===== src/rtl/ofm_write_ctrl.sv =====
// ofm_write_ctrl
//   Collects result bytes from two requesters and packs them, first byte in
//   the MSB, into 32-bit OFM words. Each completed word is written to
//   (base_addr + word_idx) mod DEPTH. A layer write-out begins with a start
//   pulse and ends in DONE after word_count words.
//
//   Optional feature: define OFM_CTRL_FLUSH_EN to add a 'flush' input. It
//   writes out a partially filled word, zero-padded in the low bytes.
//
// Ports
//   clk, rst_n            clock, asynchronous active-low reset
//   start                 begin a write-out (ignored while busy)
//   base_addr, word_count first word address / number of words, sampled on start
//   req0_*/req1_*         byte requesters (valid/data in, ready out)
//   flush                 (OFM_CTRL_FLUSH_EN only) write the partial word now
//   address, wr_data, wr  registered OFM write port
//   busy, done            status levels
module ofm_write_ctrl #(
    parameter int DEPTH = 128,
    parameter int AW    = 32
) (
    input  logic          clk,
    input  logic          rst_n,
    input  logic          start,
    input  logic [AW-1:0] base_addr,
    input  logic [31:0]   word_count,
    input  logic          req0_valid,
    input  logic [7:0]    req0_data,
    input  logic          req1_valid,
    input  logic [7:0]    req1_data,
`ifdef OFM_CTRL_FLUSH_EN
    input  logic          flush,
`endif
    output logic          req0_ready,
    output logic          req1_ready,
    output logic [AW-1:0] address,
    output logic [31:0]   wr_data,
    output logic          wr,
    output logic          busy,
    output logic          done
);

    typedef enum logic [1:0] {IDLE, RUN, DONE} state_t;

    localparam int SW = ((AW > 32) ? AW : 32) + 1;

    state_t        state, state_nxt;
    logic [AW-1:0] base_r;
    logic [31:0]   count_r;
    logic [31:0]   word_idx;
    logic [1:0]    byte_idx;
    logic [31:0]   pack;
    logic          rr_ptr;      // 0: req0 wins a tie, 1: req1 wins a tie

    logic          run, g0, g1, acc;
    logic [7:0]    acc_byte;
    logic [4:0]    lsb;
    logic [31:0]   pack_nxt;
    logic          flush_fire, word_done, last_word;
    logic [SW-1:0] sum;
    logic [AW-1:0] addr_nxt;

    always_comb begin
        run      = (state == RUN);
        g0       = run & req0_valid & (~req1_valid | ~rr_ptr);
        g1       = run & req1_valid & (~req0_valid |  rr_ptr);
        acc      = g0 | g1;
        acc_byte = g0 ? req0_data : req1_data;

        // byte index 0 lands in [31:24], index 3 in [7:0]
        lsb      = {~byte_idx, 3'b000};
        pack_nxt = pack;
        if (acc) pack_nxt[lsb +: 8] = acc_byte;

`ifdef OFM_CTRL_FLUSH_EN
        flush_fire = run & flush & (byte_idx != 2'd0);
`else
        flush_fire = 1'b0;
`endif
        word_done = (acc && byte_idx == 2'd3) || flush_fire;
        last_word = word_done && (word_idx == count_r - 32'd1);

        sum      = SW'(base_r) + SW'(word_idx);
        addr_nxt = AW'(sum % SW'(DEPTH));
    end

    always_comb begin
        state_nxt = state;
        case (state)
            IDLE, DONE: if (start) state_nxt = (word_count == 32'd0) ? DONE : RUN;
            RUN:        if (last_word) state_nxt = DONE;
            default:    state_nxt = IDLE;
        endcase
    end

    assign req0_ready = g0;
    assign req1_ready = g1;
    assign busy       = (state == RUN);
    assign done       = (state == DONE);

    always_ff @(posedge clk or negedge rst_n) begin
        if (!rst_n) begin
            state    <= IDLE;
            base_r   <= '0;
            count_r  <= '0;
            word_idx <= '0;
            byte_idx <= '0;
            pack     <= '0;
            rr_ptr   <= 1'b0;
            address  <= '0;
            wr_data  <= '0;
            wr       <= 1'b0;
        end else begin
            state <= state_nxt;
            wr    <= word_done;
            if (start && state != RUN) begin
                base_r   <= base_addr;
                count_r  <= word_count;
                word_idx <= '0;
                byte_idx <= '0;
                pack     <= '0;
                rr_ptr   <= 1'b0;
            end else if (run) begin
                if (g0)      rr_ptr <= 1'b1;
                else if (g1) rr_ptr <= 1'b0;
                if (word_done) begin
                    // pack clears so unfilled bytes of the next word stay zero
                    wr_data  <= pack_nxt;
                    address  <= addr_nxt;
                    pack     <= '0;
                    byte_idx <= '0;
                    word_idx <= word_idx + 32'd1;
                end else if (acc) begin
                    pack     <= pack_nxt;
                    byte_idx <= byte_idx + 2'd1;
                end
            end
        end
    end

endmodule

===== config.mk =====
export PLATFORM = sky130hd
export DESIGN_NAME = ofm_write_ctrl
export DESIGN_NICKNAME = d
export VERILOG_FILES = /design/src/rtl/ofm_write_ctrl.sv
export SDC_FILE = /design/constraint.sdc
export NUM_CORES = 1
export LEC_CHECK = 0
export ABC_AREA = 0
export CAP_MARGIN = 20
export CORE_ASPECT_RATIO = 0.8
export CORE_UTILIZATION = 57
export CTS_CLUSTER_SIZE = 24
export DETAILED_ROUTE_END_ITERATION = 6
export GPL_TIMING_DRIVEN = 0
export PLACE_DENSITY = 0.87
export SYNTH_ARGS = -nofsm -noshare
export SYNTH_HDL_FRONTEND = slang
export SYNTH_SLANG_ARGS = --single-unit
export TNS_END_PERCENT = 50

===== constraint.sdc =====
create_clock -name clk -period 9 [get_ports clk]
set_clock_uncertainty 0.2 [all_clocks]
set_input_delay 1.35 -clock clk [delete_from_list [all_inputs] [get_ports clk]]
set_output_delay 1.35 -clock clk [all_outputs]
set_load 0.01 [all_outputs]

==> results.toml <==
[run_status]
status = "complete, no violations"

[detailed_routing]
drt_wl_total_um = 20700
dr_total_vias = 7143
ant_nets = 0
dr.first_iter.drc_count = 605
vias_per_cell = 5.77
first_pass_iters = 5
drc = 0
wire_per_inst_um = 16.7

[placed_design]
portBuffers = 103
dp_hpwl_um = 14500
gp_congestion = 0.905

[grt]
grt_use_total = 0.296
grt_pass1_wl_um = 32600
first_global_vias = 6581
antenna_found_initial = 0
grt_max_degree = 99
grt-ovfl-total = 0

[clock_network]
cts_resized = 0
cts_sinks = 148
clock_path_buffers = 2
cts_made_buffers = 17
post-cts-setup-buffer-count = 0
cts_root_buffer = "clkbuf_16"
cts_hold_buf = 0
cts_tree = "yes"
clkTransAtPathRegs_ps = 60
h-tree-depth = 4
clkLatencyLatePin_ps = 430

[floorplanning]
die_x_um = 134
fp.dieArea_um2 = 14400
core.rowCount = 38
die_h_um = 107
start_util = 0.584
fp.coreArea_um2 = 13600
io_pins = 154

[power]
vdd_drop_max_mv = 0.152
leakagePower_uw = 0.00462
total_power_uw = 2570
power_density_nw_per_um2 = 259

[sta]
rsz0062_at_grt = "no"
clock.fmax_mhz = 213
tns_ps = 0
tightestPinTransition_ps = 803
finalCritPeriodShare = 0.521
slew_violations = 0
setup_violations = 0
min_period_ps = 4690
slew_headroom = 0.460
finalHoldViolCount = 0

[critical_path]
endpoint_kind = "output pin"
crit_arrival_ps = 3140
start_kind = "primary input"
crit_required_ps = 7450
path_max_fanout = 10
worst-setup-path-type = "in -> out"
rrSetupSlack_ps = 5550

[logic_synthesis]
syn_inst = 897
synth-seq-area-share = 0.468
synth_enable_flop_cells = 0
ys.warnings.count = 0
yosys.area.top_type_share = 0.468
syn-cell-area_um2 = 7920
synth.lib_cells_used.distinct = 60
yosys-top-cells-area = "dfrtp_1 47%, nand2_1 8.7%, nor2_1 4.0%"
syn_avg_cell_area_um2 = 8.83
dominantRegCellSynth = "dfrtp_1"
yosys.area.top_type = "dfrtp_1"
postSynth.asyncResetShare = 1.00
synth-seq-cells = 148

[job]
drv_cap = 0

[layout]
multiInputGateArea_um2 = 3890
drive_gt1_frac = 0.0681
regArea_um2 = 3700
nets = 1144
n_fill_cell = 994
diodes = 0
area_growth_pct = 25.3

[worst_hold_path]
hp-class = "reg -> reg"
-- metal layers --
metal,track usage,routed length (um),vias to the layer above
met5,0,0,-
met4,0.131,555,0
met3,0.0687,1710,51
met2,0.459,9630,295
met1,0.397,8780,3457
li1,-,-,3340
-- final timing paths --
kind                       cells past startpoint       start          end
max                                            6  req1_valid   req0_ready
min                                            1    pack[23]     pack[23]
max reg2reg                                    9  count_r[0]     state[1]
min reg2reg                                    1    pack[23]     pack[23]
max in group asynchronous                      2       rst_n  count_r[18]
min in group asynchronous                      1       rst_n  wr_data[21]
-- synth_stat cells (17+ instances only) --
master	number
nand2_1	183
dfrtp_1	148
nor2_1	84
o21ai_0	57
a21oi_1	43
clkbuf_1	37
xnor2_1	36
xor2_1	32
buf_4	25
a21o_1	21
nor4_1	18
nand3_1	17
-- final cells by class --
class,instances,area share
flip-flops and latches,148,0.373
multi-input cells,690,0.393
plain buffers,66,0.0348
inverters,17,0.00643
clock inverters,10,0.0148
well taps,180,0.0227
clock buffers,22,0.0478
repair buffers,105,0.107
-- kinds of logic (layout without fill, tap and decap cells) --
kind of cell / after synthesis / after routing / share of synthesized area
buffers and inverters: 83 / 220 / 0.0517
AND/OR/NAND/NOR: 410 / 410 / 0.243
flip-flops: 148 / 148 / 0.468
XOR/XNOR: 68 / 68 / 0.0752
other: 1 / 25 / 0.000474
adder cells (fa/ha/maj): 14 / 14 / 0.0231
multiplexers: 12 / 12 / 0.0172
AO/OA/AOI/OAI: 161 / 161 / 0.122
-- state kept, by name, indices dropped and copies added (netlist names) --
name and flops:
address 7, wr 1, state 2, base_r 7
wr_data 32, word_idx 32, rr_ptr 1, byte_idx 2
count_r 32, pack 32
-- report_power, final --
group | leakage [uW] | switching [uW] | total [uW] | internal (uW)
clock network | 0.000290 | 285 | 745 | 460
logic | 0.00236 | 478 | 854 | 376
registers | 0.00197 | 140 | 970 | 830
-- cells in the final DEF (no fill, tap or decap), drive strengths merged, types with 4 or more instances in the layout --
master,count
mux2i,11
a31oi,13
inv,18
or4,9
and2,4
and3,13
nand2b,4
or3,16
clkdlybuf4s50,102
nor2b,15
xor2,32
xnor2,36
or2,5
o22ai,4
nor4,20
ha,13
o21ai,58
nor2,84
conb,25
buf,30
a21oi,43
nand3,17
clkbuf,61
a21o,21
nand4,14
clkinvlp,4
dfrtp,148
nor3,14
nand2,183
-- worst max-delay path, cell delays in order --
cell and delay, ps:
clkdlybuf4s50_1 490, inv_1 60, o211ai_1 140, buf_1 510
inv_1 80, clkdlybuf4s50_1 490
-- stage by stage --
step	area (um^2)	worst slack [ps]	std cells	util	hold WS, ps
final	9920	4310	1238	0.732	278
after global routing	9920	4140	1238	0.732	281
after CTS	9910	4300	1237	0.732	279
after detailed placement	9290	4300	1205	0.686	265
after global placement	9260	603	1204	0.684	258
after floorplan	8010	5360	921	-	250
Note: power is estimated with default switching activity, not from simulation.
